**src/rtl/axi_lite_rr_arbiter.sv**
```systemverilog
// N-master to 1-slave AXI-lite arbiter with round-robin grant.
// One transaction (read or write) is outstanding at a time; the grant is released on the R or B handshake.
module axi_lite_rr_arbiter #(
    parameter int unsigned NUM_M  = 2,
    parameter int unsigned ADDR_W = 32,
    parameter int unsigned DATA_W = 64,
    localparam int unsigned STRB_W = DATA_W / 8
) (
    input  logic                       clk,
    input  logic                       rst,
    input  logic [NUM_M*ADDR_W-1:0]    m_araddr,
    input  logic [NUM_M-1:0]           m_arvalid,
    output logic [NUM_M-1:0]           m_arready,
    output logic [NUM_M*DATA_W-1:0]    m_rdata,
    output logic [NUM_M*2-1:0]         m_rresp,
    output logic [NUM_M-1:0]           m_rvalid,
    input  logic [NUM_M-1:0]           m_rready,
    input  logic [NUM_M*ADDR_W-1:0]    m_awaddr,
    input  logic [NUM_M-1:0]           m_awvalid,
    output logic [NUM_M-1:0]           m_awready,
    input  logic [NUM_M*DATA_W-1:0]    m_wdata,
    input  logic [NUM_M*STRB_W-1:0]    m_wstrb,
    input  logic [NUM_M-1:0]           m_wvalid,
    output logic [NUM_M-1:0]           m_wready,
    output logic [NUM_M*2-1:0]         m_bresp,
    output logic [NUM_M-1:0]           m_bvalid,
    input  logic [NUM_M-1:0]           m_bready,
    output logic [ADDR_W-1:0]          s_araddr,
    output logic                       s_arvalid,
    input  logic                       s_arready,
    input  logic [DATA_W-1:0]          s_rdata,
    input  logic [1:0]                 s_rresp,
    input  logic                       s_rvalid,
    output logic                       s_rready,
    output logic [ADDR_W-1:0]          s_awaddr,
    output logic                       s_awvalid,
    input  logic                       s_awready,
    output logic [DATA_W-1:0]          s_wdata,
    output logic [STRB_W-1:0]          s_wstrb,
    output logic                       s_wvalid,
    input  logic                       s_wready,
    input  logic [1:0]                 s_bresp,
    input  logic                       s_bvalid,
    output logic                       s_bready,
    output logic [NUM_M-1:0]           grant
);

    localparam int unsigned IDX_W = $clog2(NUM_M);
    localparam logic [IDX_W-1:0] LAST = IDX_W'(NUM_M - 1);

    localparam logic [1:0] S_IDLE  = 2'd0;
    localparam logic [1:0] S_READ  = 2'd1;
    localparam logic [1:0] S_WRITE = 2'd2;

    logic [1:0]       state_q, state_d;
    logic [IDX_W-1:0] g_q, g_d;
    logic [IDX_W-1:0] ptr_q, ptr_d;
    logic             ar_done_q, ar_done_d;
    logic             aw_done_q, aw_done_d;
    logic             w_done_q, w_done_d;

    logic [NUM_M-1:0] req;
    logic [IDX_W-1:0] pick;
    logic [IDX_W-1:0] scan;
    logic             found;
    logic             rd_act;
    logic             wr_act;

    logic [ADDR_W-1:0] araddr_a [NUM_M];
    logic [ADDR_W-1:0] awaddr_a [NUM_M];
    logic [DATA_W-1:0] wdata_a  [NUM_M];
    logic [STRB_W-1:0] wstrb_a  [NUM_M];

    function automatic logic [IDX_W-1:0] wrap_inc(input logic [IDX_W-1:0] x);
        return (x == LAST) ? '0 : x + IDX_W'(1);
    endfunction

    assign req    = m_arvalid | m_awvalid;
    assign rd_act = (state_q == S_READ);
    assign wr_act = (state_q == S_WRITE);

    // Round-robin search starting at ptr, wrapping at NUM_M.
    always_comb begin
        pick  = '0;
        found = 1'b0;
        scan  = ptr_q;
        for (int unsigned k = 0; k < NUM_M; k++) begin
            if (!found && req[scan]) begin
                found = 1'b1;
                pick  = scan;
            end
            scan = wrap_inc(scan);
        end
    end

    always_comb begin
        state_d   = state_q;
        g_d       = g_q;
        ptr_d     = ptr_q;
        ar_done_d = ar_done_q;
        aw_done_d = aw_done_q;
        w_done_d  = w_done_q;
        case (state_q)
            S_IDLE: begin
                ar_done_d = 1'b0;
                aw_done_d = 1'b0;
                w_done_d  = 1'b0;
                if (found) begin
                    g_d     = pick;
                    ptr_d   = wrap_inc(pick);
                    state_d = m_arvalid[pick] ? S_READ : S_WRITE;
                end
            end
            S_READ: begin
                if (s_arvalid && s_arready) ar_done_d = 1'b1;
                if (s_rvalid && s_rready)   state_d   = S_IDLE;
            end
            S_WRITE: begin
                if (s_awvalid && s_awready) aw_done_d = 1'b1;
                if (s_wvalid && s_wready)   w_done_d  = 1'b1;
                if (s_bvalid && s_bready)   state_d   = S_IDLE;
            end
            default: state_d = S_IDLE;
        endcase
    end

    always_ff @(posedge clk) begin
        if (!rst) begin
            state_q   <= S_IDLE;
            g_q       <= '0;
            ptr_q     <= '0;
            ar_done_q <= 1'b0;
            aw_done_q <= 1'b0;
            w_done_q  <= 1'b0;
        end else begin
            state_q   <= state_d;
            g_q       <= g_d;
            ptr_q     <= ptr_d;
            ar_done_q <= ar_done_d;
            aw_done_q <= aw_done_d;
            w_done_q  <= w_done_d;
        end
    end

    // Slave-side forwarding through the grant mux.
    assign s_araddr  = rd_act ? araddr_a[g_q] : '0;
    assign s_arvalid = rd_act & m_arvalid[g_q] & ~ar_done_q;
    assign s_rready  = rd_act & m_rready[g_q];
    assign s_awaddr  = wr_act ? awaddr_a[g_q] : '0;
    assign s_awvalid = wr_act & m_awvalid[g_q] & ~aw_done_q;
    assign s_wdata   = wr_act ? wdata_a[g_q] : '0;
    assign s_wstrb   = wr_act ? wstrb_a[g_q] : '0;
    assign s_wvalid  = wr_act & m_wvalid[g_q] & ~w_done_q;
    assign s_bready  = wr_act & m_bready[g_q];

    // Per-master slicing and return-path routing; non-owners see zeros.
    for (genvar i = 0; i < NUM_M; i++) begin : g_master
        logic sel_rd;
        logic sel_wr;

        assign araddr_a[i] = m_araddr[i*ADDR_W +: ADDR_W];
        assign awaddr_a[i] = m_awaddr[i*ADDR_W +: ADDR_W];
        assign wdata_a[i]  = m_wdata[i*DATA_W +: DATA_W];
        assign wstrb_a[i]  = m_wstrb[i*STRB_W +: STRB_W];

        assign sel_rd   = rd_act && (g_q == IDX_W'(i));
        assign sel_wr   = wr_act && (g_q == IDX_W'(i));
        assign grant[i] = (state_q != S_IDLE) && (g_q == IDX_W'(i));

        assign m_arready[i]             = sel_rd & s_arready & ~ar_done_q;
        assign m_rdata[i*DATA_W +: DATA_W] = sel_rd ? s_rdata : '0;
        assign m_rresp[i*2 +: 2]        = sel_rd ? s_rresp : 2'b00;
        assign m_rvalid[i]              = sel_rd & s_rvalid;
        assign m_awready[i]             = sel_wr & s_awready & ~aw_done_q;
        assign m_wready[i]              = sel_wr & s_wready & ~w_done_q;
        assign m_bresp[i*2 +: 2]        = sel_wr ? s_bresp : 2'b00;
        assign m_bvalid[i]              = sel_wr & s_bvalid;
    end

endmodule

```
**config.mk**
```make
export PLATFORM = sky130hd
export DESIGN_NAME = axi_lite_rr_arbiter
export DESIGN_NICKNAME = d
export VERILOG_FILES = /design/src/rtl/axi_lite_rr_arbiter.sv
export SDC_FILE = /design/constraint.sdc
export NUM_CORES = 1
export LEC_CHECK = 0
export CORE_AREA = 3 3 247 249
export DETAILED_ROUTE_END_ITERATION = 7
export DIE_AREA = 0 0 250 252
export DONT_BUFFER_PORTS = 1
export GPL_ROUTABILITY_DRIVEN = 0
export HOLD_SLACK_MARGIN = 0.02
export SETUP_SLACK_MARGIN = 0.05
export SYNTH_ARGS = -nofsm -noshare
export SYNTH_HDL_FRONTEND = slang
export SYNTH_SLANG_ARGS = --single-unit
```
**constraint.sdc**
```tcl
create_clock -name clk -period 2.31 [get_ports clk]
set_input_delay 0.693 -clock clk [delete_from_list [all_inputs] [get_ports clk]]
set_output_delay 0.693 -clock clk [all_outputs]
set_load 0.005 [all_outputs]
```
# == Yosys cells after proc, flatten, opt, wreduce, memory -nomap -nowiden ==
# Cells that the tools add are included.
# totals
wordCells,128
ff_bits,7
in_bits,357
# classes
magnitude_cmp,5
n_mux,55
n_reduce_logical,22
add_sub_neg,2
eq_ne,8
bitwise_logic,30
# ops
operator,count
two-way mux 64 bit,6
two-way mux 32 bit,8
two-way mux 8 bit,4
two-way mux 1 bit,25
bitwise AND 1 bit,24
two-way mux 2 bit,8
logical AND 1 bit,12
"inequality test 2 x 1 -> 1 bit, second input constant",5
"less-than comparator 1 x 2 -> 1 bit, second input constant",4
AND reduction 2 bit,4
case mux 1 bit (2 select lines),3
case mux 2 bit (3 select lines),1
nonzero test 2 bit,3
inverter 1 bit,4
AND reduction 3 bit,1
"adder 1 bit, second input constant",2
"equality test 2 x 1 -> 1 bit, second input constant",1
"equality test 2 bit, second input constant",1
"greater-or-equal comparator 2 bit, second input constant",1
logical NOT 2 bit,1
"inequality test 2 bit, second input constant",1
inverter 1 -> 2 bit,1
OR 2 bit,1
logical NOT 1 bit,1

# == Depth between registers and ports, before layout ==
# Gate-level depths: netlist (run 1).
# depth
ltp_word,12
ltp_mapped,7
ltp_nobuf,4

# == Worst setup path after synthesis (run 1) ==
# OpenSTA, ideal clock, no wires.
# synth_path
kind,reg-to-output
start,register state_q[1]
end,output s_wdata[20]
slack_ps,352
stages_incl_launch_ff,8
arrival_ps,1265
t_required_ps,1617
cell_sequence,dfxtp_1 -> buf_4 -> nor2b_4 -> and2_4 -> buf_6 -> buf_6 -> buf_6 -> a22o_1
# synth_via
elab_chain_len,2
# synth_rtl
element,line,rtl
from (decl),55,"logic [1:0] state_q, state_d;"
from (signal assigned),136,state_q <= state_d;
equality test 2 bit,80,assign wr_act = (state_q == S_WRITE);
two-way mux 64 bit,151,assign s_wdata = wr_act ? wdata_a[g_q] : '0;
to (decl),38,"output logic [DATA_W-1:0] s_wdata,"
# No other way between the ends.

# == Worst setup path in the final report (run 1) ==
# layout_path
start,register state_q[0]
end,output s_wdata[48]
# The elaborated chain is that of the path after synthesis.

==> implementation parameters, run 1 <==
Parameter                              Value

Layout
  Final cell utilization of the core ... ~7.8%
  Nets ... 770
  Area growth syn-to-layout ... 55.5%
  Finished Layout Cells ... around 1200
  Share of layout cells above drive strength 1 ... about 25%
  Final standard cell area without fillers ... roughly 4600 um^2

Route
  Vias post-DR ... 3859
  Routed len/inst ... just over 20 um
  Detailed Route WL ... around 25 mm
  Remaining design rule violation count ... 0
  Drt first pass iters ... 4
  Post-detailed-route count of antenna-violating nets ... 0
  Vias per std cell ... 3.22
  Number of DRC markers after the initial detailed-route iteration ... roughly 280

Logic synthesis
  Synth Area in Compound Gates ... between 40% and 50%
  Post-synthesis mux area share ... under 10%
  Area share of fa/ha/maj cells after synthesis ... 0%
  Largest family of logic cells by synthesized area ... compound AO/OA/AOI/OAI gates
  XOR/XNOR share of the synthesized area ... 0%
  Share of synthesized area occupied by flip-flops and latches ... under 10%
  Post-synthesis average cell area ... ~7.5 um^2
  Post-Syn Area ... 2970 um^2
  Distinct cells, synth ... 33
  Flip-flop and latch count after synthesis ... 7
  Count of synthesis-stage warnings from yosys ... 0
  Simple-gate area share of the yosys netlist ... 37.4%
  Post-synthesis cell count ... a little under 400
  Synthesized net count ... 753

Worst setup path
  WP data required ... approximately 1.6 ns
  Worst EP arrival ... 1.55 ns
  Critical path type ... register to primary output
  Worst Setup End Kind ... primary output
  Maximum fanout along the worst path ... 30
  Kind of start point of the critical path ... register

STA
  RSZ-0062 raised after global routing ... true
  Worst-margin pin slew ... between 0.5 and 0.6 ns
  Setup WS post-layout ... 0.0690 ns
  Share of the clock period used by the worst path ... a little over nine tenths
  Clk_skew ... ~0.0028 ns
  Min Tclk post-route ... 2.24 ns
  Hold Violations, Final ... 0
  Fmax ... approximately 450 MHz
  Slew Limit Headroom ... 59.7%
  Slew Viols, Final ... 0
  Number of setup violations in the final report ... 0

Pwr
  LEAKAGE ... roughly 0.0018 uW
  Final Total Pwr ... 2040 uW
  Pwr per Cell Area ... 442 nW/um^2
  Worst vdd rail ir drop ... around 270 uV

Placed design
  Number of placed instances, taps included ... approximately 1200
  Cell area reported after detailed placement ... ~4000 um^2
  Placement Setup Slack ... -0.166 ns
  Detailed Place HPWL ... between 15 and 20 mm
  Count of port buffers added during placement ... 0

Clock network
  CTS H-Tree Depth ... 1
  Clock slew seen by the registers of the worst setup and hold paths ... approximately 0.04 ns
  Root cell of the clock tree ... sky130_fd_sc_hd__clkbuf_16
  Largest buffer count on any clock path ... 2
  TritonCTS clock tree ... done
  Number of buffers inserted for hold repair after clock tree synthesis ... 0
  Clock latency on the worst-skew pair ... 0.23 ns
  Number of sinks driven by the clock tree ... 7
  Total CTS buffers ... 3

Hold path
  Class of the most critical hold timing path ... register to register

Floorplan
  Core region area ... slightly below 60000 um^2
  Die outline width ... about 250 um
  Initial Utilization ... slightly above 5%
  Die ar. ... around 63000 um^2
  IO Pins ... roughly 650
  DIE HEIGHT ... 252 um
  Number of placement rows ... 89

Global route
  Initial antenna violation count ... 8
  First-pass GRT wire length ... between 20 and 30 mm
  Total congestion overflow ... 0
  Vias in the first global route ... roughly 3400
  Maximum number of pins on one net before global-route repair ... between 60 and 70
  Total global routing track utilization ... 6.37%

Flow run
  Maximum capacitance violations ... 0

Outcome
  Run status ... finished clean
-- stage by stage --
step	TNS [ns]	hold WS, ns
after floorplan	0	0.472
after global placement	-0.164	0.520
after detailed placement	-0.166	0.522
after CTS	0	0.531
after global routing	0	0.560
final	0	0.522
-- where the power goes --
part / switching [uW] / internal, uW / total [uW]
Sequential: 30.7 / 141 / 171
Clock: 67.7 / 230 / 298
Combinational: 841 / 731 / 1570
Total: 940 / 1100 / 2040
-- cells by family after synthesis --
logic type             Yosys count
muxes                            5
DFF                              7
and+or+nand+nor                175
AOI/OAI and AO/OA              152
buffers and inverters           57
-- cells in the final DEF, fill, tap and decap left out, types with 2 or more instances in the layout --
cell type,n
sky130_fd_sc_hd__nand2b_1,3
sky130_fd_sc_hd__o21ba_2,3
sky130_fd_sc_hd__nand2_1,3
sky130_fd_sc_hd__a21oi_1,3
sky130_fd_sc_hd__nor2_1,6
sky130_fd_sc_hd__a22o_1,135
sky130_fd_sc_hd__mux2i_1,2
sky130_fd_sc_hd__buf_16,4
sky130_fd_sc_hd__dfxtp_2,2
sky130_fd_sc_hd__dfxtp_1,4
sky130_fd_sc_hd__clkbuf_16,8
sky130_fd_sc_hd__a22o_2,3
sky130_fd_sc_hd__inv_1,2
sky130_fd_sc_hd__nor3b_1,4
sky130_fd_sc_hd__diode_2,13
sky130_fd_sc_hd__and3_1,68
sky130_fd_sc_hd__nand2b_4,2
sky130_fd_sc_hd__nor3_1,8
sky130_fd_sc_hd__buf_4,34
sky130_fd_sc_hd__and2_1,61
sky130_fd_sc_hd__buf_6,12
sky130_fd_sc_hd__o211a_1,2
sky130_fd_sc_hd__mux2i_4,2
sky130_fd_sc_hd__nor2_4,2
sky130_fd_sc_hd__nor2b_4,2
sky130_fd_sc_hd__buf_12,10
sky130_fd_sc_hd__and2_4,10
sky130_fd_sc_hd__o21ai_0,3
-- synth_stat cells --
cell type                    n  area share, %
sky130_fd_sc_hd__a211o_1     1           0.29
sky130_fd_sc_hd__a211oi_1    1           0.25
sky130_fd_sc_hd__a21oi_1     3           0.51
sky130_fd_sc_hd__a22o_1    138             41
sky130_fd_sc_hd__and2_1     70             15
sky130_fd_sc_hd__and2_4      1           0.29
sky130_fd_sc_hd__and3_1     69             15
sky130_fd_sc_hd__and3b_1     1           0.29
sky130_fd_sc_hd__buf_1       2           0.25
sky130_fd_sc_hd__buf_2      14            2.4
sky130_fd_sc_hd__buf_4       5            1.3
sky130_fd_sc_hd__buf_6      14            5.3
sky130_fd_sc_hd__clkbuf_1   19            2.4
sky130_fd_sc_hd__clkbuf_2    1           0.17
sky130_fd_sc_hd__dfxtp_1     7            4.7
sky130_fd_sc_hd__inv_1       2           0.25
sky130_fd_sc_hd__mux2_2      1           0.38
sky130_fd_sc_hd__mux2i_1     4            1.3
sky130_fd_sc_hd__nand2_1     3           0.38
sky130_fd_sc_hd__nand2b_1    3           0.63
sky130_fd_sc_hd__nand2b_4    2           0.93
sky130_fd_sc_hd__nor2_1      7           0.88
sky130_fd_sc_hd__nor2_2      1           0.21
sky130_fd_sc_hd__nor2_4      1           0.38
sky130_fd_sc_hd__nor2b_1     1           0.21
sky130_fd_sc_hd__nor2b_4     2           0.93
sky130_fd_sc_hd__nor3_1      8            1.3
sky130_fd_sc_hd__nor3b_1     4            1.0
sky130_fd_sc_hd__nor4b_1     2           0.59
sky130_fd_sc_hd__o211a_1     2           0.67
sky130_fd_sc_hd__o21ai_0     3           0.51
sky130_fd_sc_hd__o21ba_2     3            1.0
sky130_fd_sc_hd__o21bai_1    1           0.25
-- layout make-up --
class,count,area [um^2]
multi-input cells,332,2540
repair buffers,67,846
flip-flops and latches,7,146
inverters,2,7.51
diodes,13,32.5
fillers,6887,54300
well taps,773,967
clock buffers,4,78.8
-- final timing paths --
| kind | startpoint | end | slack, ns | cells past startpoint |
|---|---|---|---|---|
| setup / recovery | state_q[0] | s_wdata[48] | 0.07 | 5 |
| hold / removal | w_done_q | w_done_q | 0.52 | 1 |
| setup reg to reg | g_q | state_q[0] | 0.41 | 5 |
| hold reg to reg | w_done_q | w_done_q | 0.52 | 1 |
-- per-layer routing --
| metal | up-vias | wire length [um] | track usage [%] |
|---|---|---|---|
| met5 | - | 27 | 0 |
| met4 | 4 | 807 | 2.13 |
| met3 | 33 | 2680 | 2.15 |
| met2 | 403 | 11300 | 9.94 |
| met1 | 1847 | 9860 | 8.22 |
| li1 | 1572 | - | - |
-- flip-flops by register name (all words and copies together) (netlist names) --
name	count
state_q	2
w_done_q	1
ptr_q	1
g_q	1
ar_done_q	1
aw_done_q	1
-- critical path: stages (launching register included) --
cell                       delay [ns]
sky130_fd_sc_hd__dfxtp_2         0.37
sky130_fd_sc_hd__nand2b_4        0.17
sky130_fd_sc_hd__nor2_4          0.16
sky130_fd_sc_hd__buf_12          0.18
sky130_fd_sc_hd__buf_12          0.18
sky130_fd_sc_hd__a22o_1          0.21
-- timing repair --
action	CTS	global route
resized for setup	17	23
setup endpoints to repair	160	158
setup buffers	13	4
pin swaps	2	12
gates cloned	4	8
(Power assumes the default switching activity.)
==> run 2: changes to the inputs <==
ABC_AREA = 1   (was not set)
==> implementation parameters, run 2 <==
Parameter                              Value

Flow run
  Maximum capacitance violations ... 0

STA
  Min Tclk post-route ... 2.38 ns
  Fmax ... approximately 420 MHz
  Slew Viols, Final ... 0
  RSZ-0062 raised after global routing ... true
  Setup WS post-layout ... -0.0733 ns
  Share of the clock period used by the worst path ... 103%
  Clk_skew ... between 0.001 and 0.0015 ns
  Hold Violations, Final ... 0
  Number of setup violations in the final report ... 29
  Slew Limit Headroom ... 71.8%
  Worst-margin pin slew ... 0.421 ns

Layout
  Area growth syn-to-layout ... 147%
  Register name with the most flops ... state_q
  Fillers ... 6718
  Finished Layout Cells ... ~1400
  Nets ... a little under 1000
  Final cell utilization of the core ... a little under an eighth
  Most used cells in the layout excluding fill and tap cells ... sky130_fd_sc_hd__inv_1, sky130_fd_sc_hd__nor2_1, sky130_fd_sc_hd__a22o_1
  Largest register FFs ... 2
  Share of layout cells above drive strength 1 ... a little under three fifths
  Commonest non-fill, non-tap cell in the layout ... sky130_fd_sc_hd__inv_1

Global route
  Total global routing track utilization ... between 10% and 20%
  First-pass GRT wire length ... between 50 and 60 mm
  Vias in the first global route ... between 4000 and 5000
  Initial antenna violation count ... 35
  Total congestion overflow ... 0
  Maximum number of pins on one net before global-route repair ... 29

Clock network
  Root cell of the clock tree ... sky130_fd_sc_hd__clkbuf_16
  TritonCTS clock tree ... done
  Largest buffer count on any clock path ... 2
  Clock slew seen by the registers of the worst setup and hold paths ... 0.04 ns
  Number of buffers inserted for hold repair after clock tree synthesis ... 0
  CTS H-Tree Depth ... 1
  Total CTS buffers ... 3
  Number of sinks driven by the clock tree ... 7
  Clock latency on the worst-skew pair ... ~0.23 ns

Logic synthesis
  Most frequent cells after synthesis ... sky130_fd_sc_hd__nor2_1, sky130_fd_sc_hd__a22o_1, sky130_fd_sc_hd__inv_1
  Flip-flop and latch count after synthesis ... 7
  Top_reg_cell synth ... sky130_fd_sc_hd__dfxtp_1
  Post-synthesis average cell area ... around 6 um^2
  Top-area cell type share of the netlist area ... 42.5%
  Count of synthesis-stage warnings from yosys ... 0
  Distinct cells, synth ... 20
  Post-synthesis cell count ... 481
  Share of synthesized area occupied by flip-flops and latches ... 5.00%
  Count of flip-flops with a built-in enable after synthesis ... 0
  Leading cell type by number of instances after synthesis ... sky130_fd_sc_hd__nor2_1
  Post-Syn Area ... 2810 um^2
  Library cell with the largest summed area after synthesis ... sky130_fd_sc_hd__a22o_1
  Synthesized net count ... about 840
  Share of flip-flops with an asynchronous set or reset ... 0%
  Cells taking the most area after synthesis ... sky130_fd_sc_hd__a22o_1, sky130_fd_sc_hd__nor2_1, sky130_fd_sc_hd__inv_1

Placed design
  Detailed Place HPWL ... roughly 40 mm
  Number of placed instances, taps included ... between 1000 and 1500
  Count of port buffers added during placement ... 0

Worst setup path
  Kind of start point of the critical path ... register
  WP data required ... between 1.5 and 2 ns
  Worst EP arrival ... roughly 1.7 ns
  Critical path type ... register to primary output
  Worst Setup End Kind ... primary output
  Maximum fanout along the worst path ... 12

Pwr
  Pwr per Cell Area ... approximately 500 nW/um^2
  LEAKAGE ... 0.00303 uW
  Worst vdd rail ir drop ... around 190 uV

Floorplan
  Initial Utilization ... 4.76%
  DIE HEIGHT ... 252 um
  Die outline width ... approximately 250 um
  IO Pins ... between 600 and 700
  Die ar. ... roughly 63000 um^2
  Core region area ... between 50000 and 60000 um^2
  Number of placement rows ... a little under 90

Outcome
  Run status ... finished, violations left
  Failing checks ... setup timing

Route
  Routed len/inst ... about 33 um
  Post-detailed-route count of antenna-violating nets ... 0
  Detailed Route WL ... roughly 46 mm
  Drt first pass iters ... 4
  Vias post-DR ... 4721
  Remaining design rule violation count ... 0
  Number of DRC markers after the initial detailed-route iteration ... 249
  Vias per std cell ... roughly 3.4

Hold path
  Class of the most critical hold timing path ... register to register
[run 2: changes by cell type after synthesis, sizes merged, moves of 15 or more]
cell    change
nor2      +146
inv        +86
and2       -70
and3       -69
nand2      +25
clkbuf     -15
[run 2: logic make-up after synthesis]
kind of cell | Yosys count | synth area share [%]
DFF | 7 | 5.00
buffers and inverters | 131 | 21.4
and+or+nand+nor | 191 | 28.2
AOI/OAI and AO/OA | 152 | 45.4
[run 2: path summary, 6_finish.rpt]
kind / startpoint / to / slack [ns] / cells after the start
worst max-delay path: state_q[0] / s_awaddr[6] / -0.07 / 9
worst min-delay path: ptr_q / ptr_q / 0.47 / 2
worst max register to register: state_q[0] / w_done_q / 0.78 / 11
worst min register to register: ptr_q / ptr_q / 0.47 / 2
[run 2: layout make-up]
cell class / instances / area, um^2 / share of cell area (%)
tap: 773 / 967 / 13.9
sequential: 7 / 146 / 2.11
timing repair buffer: 170 / 2350 / 33.8
clock inverter: 1 / 5.00 / 0.0721
inverter: 88 / 359 / 5.17
multi-input combinational: 343 / 2990 / 43.1
clock buffer: 3 / 75.1 / 1.08
antenna: 21 / 52.6 / 0.757
[run 2: worst max-delay path, cell delays in order, from the launching register on]
cell	delay (ns)
sky130_fd_sc_hd__dfxtp_2	0.33
sky130_fd_sc_hd__inv_2	0.06
sky130_fd_sc_hd__buf_6	0.12
sky130_fd_sc_hd__nand2_8	0.06
sky130_fd_sc_hd__nor2_4	0.04
sky130_fd_sc_hd__buf_12	0.13
sky130_fd_sc_hd__buf_16	0.15
sky130_fd_sc_hd__buf_12	0.15
sky130_fd_sc_hd__a22o_4	0.25
sky130_fd_sc_hd__buf_12	0.13
[run 2: routing by layer]
metal  global-route usage (%)  wire (um)
met4                     2.97       1570
met1                     13.1      16000
met3                     8.83       6830
met2                     20.8      21400
met5                        0        215
[run 2: where the power goes]
part / switching [uW] / total [uW] / internal, uW
logic: 1550 / 3030 / 1480
clock network: 76.5 / 305 / 228
registers: 20.0 / 163 / 143
total: 1650 / 3490 / 1850
[run 2: through the flow]
stage	total power [uW]	setup WS (ns)	hold slack (ns)	setup TNS, ns	instance area, um^2
2_1_floorplan	1140	0.465	0.439	0	2810
3_3_place_gp	2270	0.120	0.450	0	4990
3_5_place_dp	2270	0.0937	0.457	0	4990
4_1_cts	2880	-0.0852	0.462	-1.12	5620
5_1_grt	3690	-0.129	0.485	-5.19	6900
6_report	3490	-0.0733	0.466	-1.03	6940
[run 2: what timing repair did]
action                                  4_1_cts  5_1_grt
buffers inserted                              7        6
gates resized for setup                      89      206
pin swaps                                    25       18
cloned                                        4       15
endpoints found under the setup margin      227      162
==> run 3: changes to the inputs <==
RECOVER_POWER = 100   (was not set)
==> implementation parameters, run 3 (synthesis gave the netlist of run 2 again) <==
Parameter                              Value

STA
  Hold Violations, Final ... 0
  Setup WS post-layout ... -0.0734 ns
  Total negative setup slack ... -1.04 ns
  Slew Viols, Final ... 0
  Fmax ... 420 MHz
  Clk_skew ... between 0.0009 and 0.001 ns
  Min Tclk post-route ... roughly 2.4 ns
  Share of the clock period used by the worst path ... 103%
  Slew Limit Headroom ... 70.7%
  Worst-margin pin slew ... around 0.44 ns
  Hold slack ... between 0.4 and 0.5 ns
  RSZ-0062 raised after global routing ... true
  Number of setup violations in the final report ... 29

Route
  Routed len/inst ... around 33 um
  Vias post-DR ... around 4700
  Remaining design rule violation count ... 0
  Number of DRC markers after the initial detailed-route iteration ... 252
  Drt first pass iters ... 4
  Post-detailed-route count of antenna-violating nets ... 0
  Vias per std cell ... 3.35
  Detailed Route WL ... roughly 46 mm

Layout
  Final standard cell area without fillers ... about 6900 um^2
  Area growth syn-to-layout ... 147%
  Commonest non-fill, non-tap cell in the layout ... sky130_fd_sc_hd__inv_1
  Share of layout cells above drive strength 1 ... a little under three fifths
  Register name with the most flops ... state_q
  Largest register FFs ... 2
  Nets ... 970
  Final cell utilization of the core ... a little under an eighth
  Most used cells in the layout excluding fill and tap cells ... sky130_fd_sc_hd__inv_1, sky130_fd_sc_hd__nor2_1, sky130_fd_sc_hd__a22o_1

Floorplan
  Core region area ... about 59000 um^2
  Die ar. ... ~63000 um^2
  Number of placement rows ... roughly 90
  IO Pins ... 646
  Die outline width ... ~250 um
  DIE HEIGHT ... ~250 um
  Initial Utilization ... 4.76%

Clock network
  Clock latency on the worst-skew pair ... 0.23 ns
  Root cell of the clock tree ... sky130_fd_sc_hd__clkbuf_16
  Total CTS buffers ... 3
  Number of sinks driven by the clock tree ... 7
  Clock slew seen by the registers of the worst setup and hold paths ... about 0.04 ns
  CTS H-Tree Depth ... 1
  TritonCTS clock tree ... done
  Largest buffer count on any clock path ... 2

Worst setup path
  Maximum fanout along the worst path ... 12
  Critical path type ... register to primary output
  WP data required ... approximately 1.6 ns
  Worst Setup End Kind ... primary output
  Worst EP arrival ... around 1.7 ns
  Kind of start point of the critical path ... register

Global route
  Total congestion overflow ... 0
  First-pass GRT wire length ... between 50 and 60 mm
  Initial antenna violation count ... 35
  Total global routing track utilization ... about an eighth
  Maximum number of pins on one net before global-route repair ... 29
  Vias in the first global route ... ~4300

Pwr
  Pwr per Cell Area ... between 500 and 600 nW/um^2
  LEAKAGE ... roughly 0.0030 uW
  Worst vdd rail ir drop ... about 190 uV

Placed design
  Detailed Place HPWL ... about 40 mm
  Cell area reported after detailed placement ... ~5000 um^2
  Count of port buffers added during placement ... 0

Hold path
  Class of the most critical hold timing path ... register to register

Outcome
  Failing checks ... setup timing
  Run status ... finished, violations left

Flow run
  Maximum capacitance violations ... 0
==> run 3: path summary, 6_finish.rpt <==
| kind | start | to | slack (ns) | cells past startpoint |
|---|---|---|---|---|
| setup reg to reg | state_q[0] | w_done_q | 0.78 | 11 |
| hold / removal | ptr_q | ptr_q | 0.47 | 2 |
| setup / recovery | state_q[0] | s_awaddr[6] | -0.07 | 9 |
| hold reg to reg | ptr_q | ptr_q | 0.47 | 2 |
==> run 3: timing repair <==
action	4_1_cts	5_1_grt
endpoints found under the setup margin	227	162
gates cloned	4	15
pin swaps	25	18
buffers inserted	7	6
hold buffers	0	0
gates resized for setup	89	206
==> run 3: routing by layer <==
metal / track usage (%) / routed length (um) / vias to the layer above
li1: - / - / 1915
met1: 13.1 / 16100 / 2222
met2: 20.8 / 21400 / 450
met3: 8.83 / 6810 / 92
met4: 2.97 / 1570 / 32
met5: 0 / 215 / -
==> run 3: layout make-up <==
class / instances / area, um^2
diodes: 20 / 50.0
clock buffers: 3 / 75.1
clock inverters: 1 / 5.00
fillers: 6718 / 52000
inverters: 88 / 359
multi-input cells: 343 / 2990
flip-flops and latches: 7 / 146
well taps: 773 / 967
repair buffers: 170 / 2340
==> run 3: power breakdown <==
part           leakage (uW)  switching [uW]  total (uW)  internal (uW)
clock network     0.0000410            76.4         304            228
registers         0.0000587            20.0         163            143
logic               0.00292            1550        3020           1470
==> run 3: metrics by stage <==
stage | cells | setup slack, ns | power, uW
CTS | 1366 | -0.0852 | 2880
floorplan | 481 | 0.465 | 1140
global placement | 1352 | 0.120 | 2270
detailed placement | 1352 | 0.0937 | 2270
global route | 1388 | -0.129 | 3680
finish | 1405 | -0.0734 | 3490
==> run 3: worst max-delay path: stages (launching register included) <==
cell	delay [ns]
sky130_fd_sc_hd__dfxtp_2	0.33
sky130_fd_sc_hd__inv_2	0.06
sky130_fd_sc_hd__buf_6	0.12
sky130_fd_sc_hd__nand2_8	0.06
sky130_fd_sc_hd__nor2_4	0.04
sky130_fd_sc_hd__buf_12	0.13
sky130_fd_sc_hd__buf_16	0.15
sky130_fd_sc_hd__buf_12	0.15
sky130_fd_sc_hd__a22o_4	0.25
sky130_fd_sc_hd__buf_12	0.13
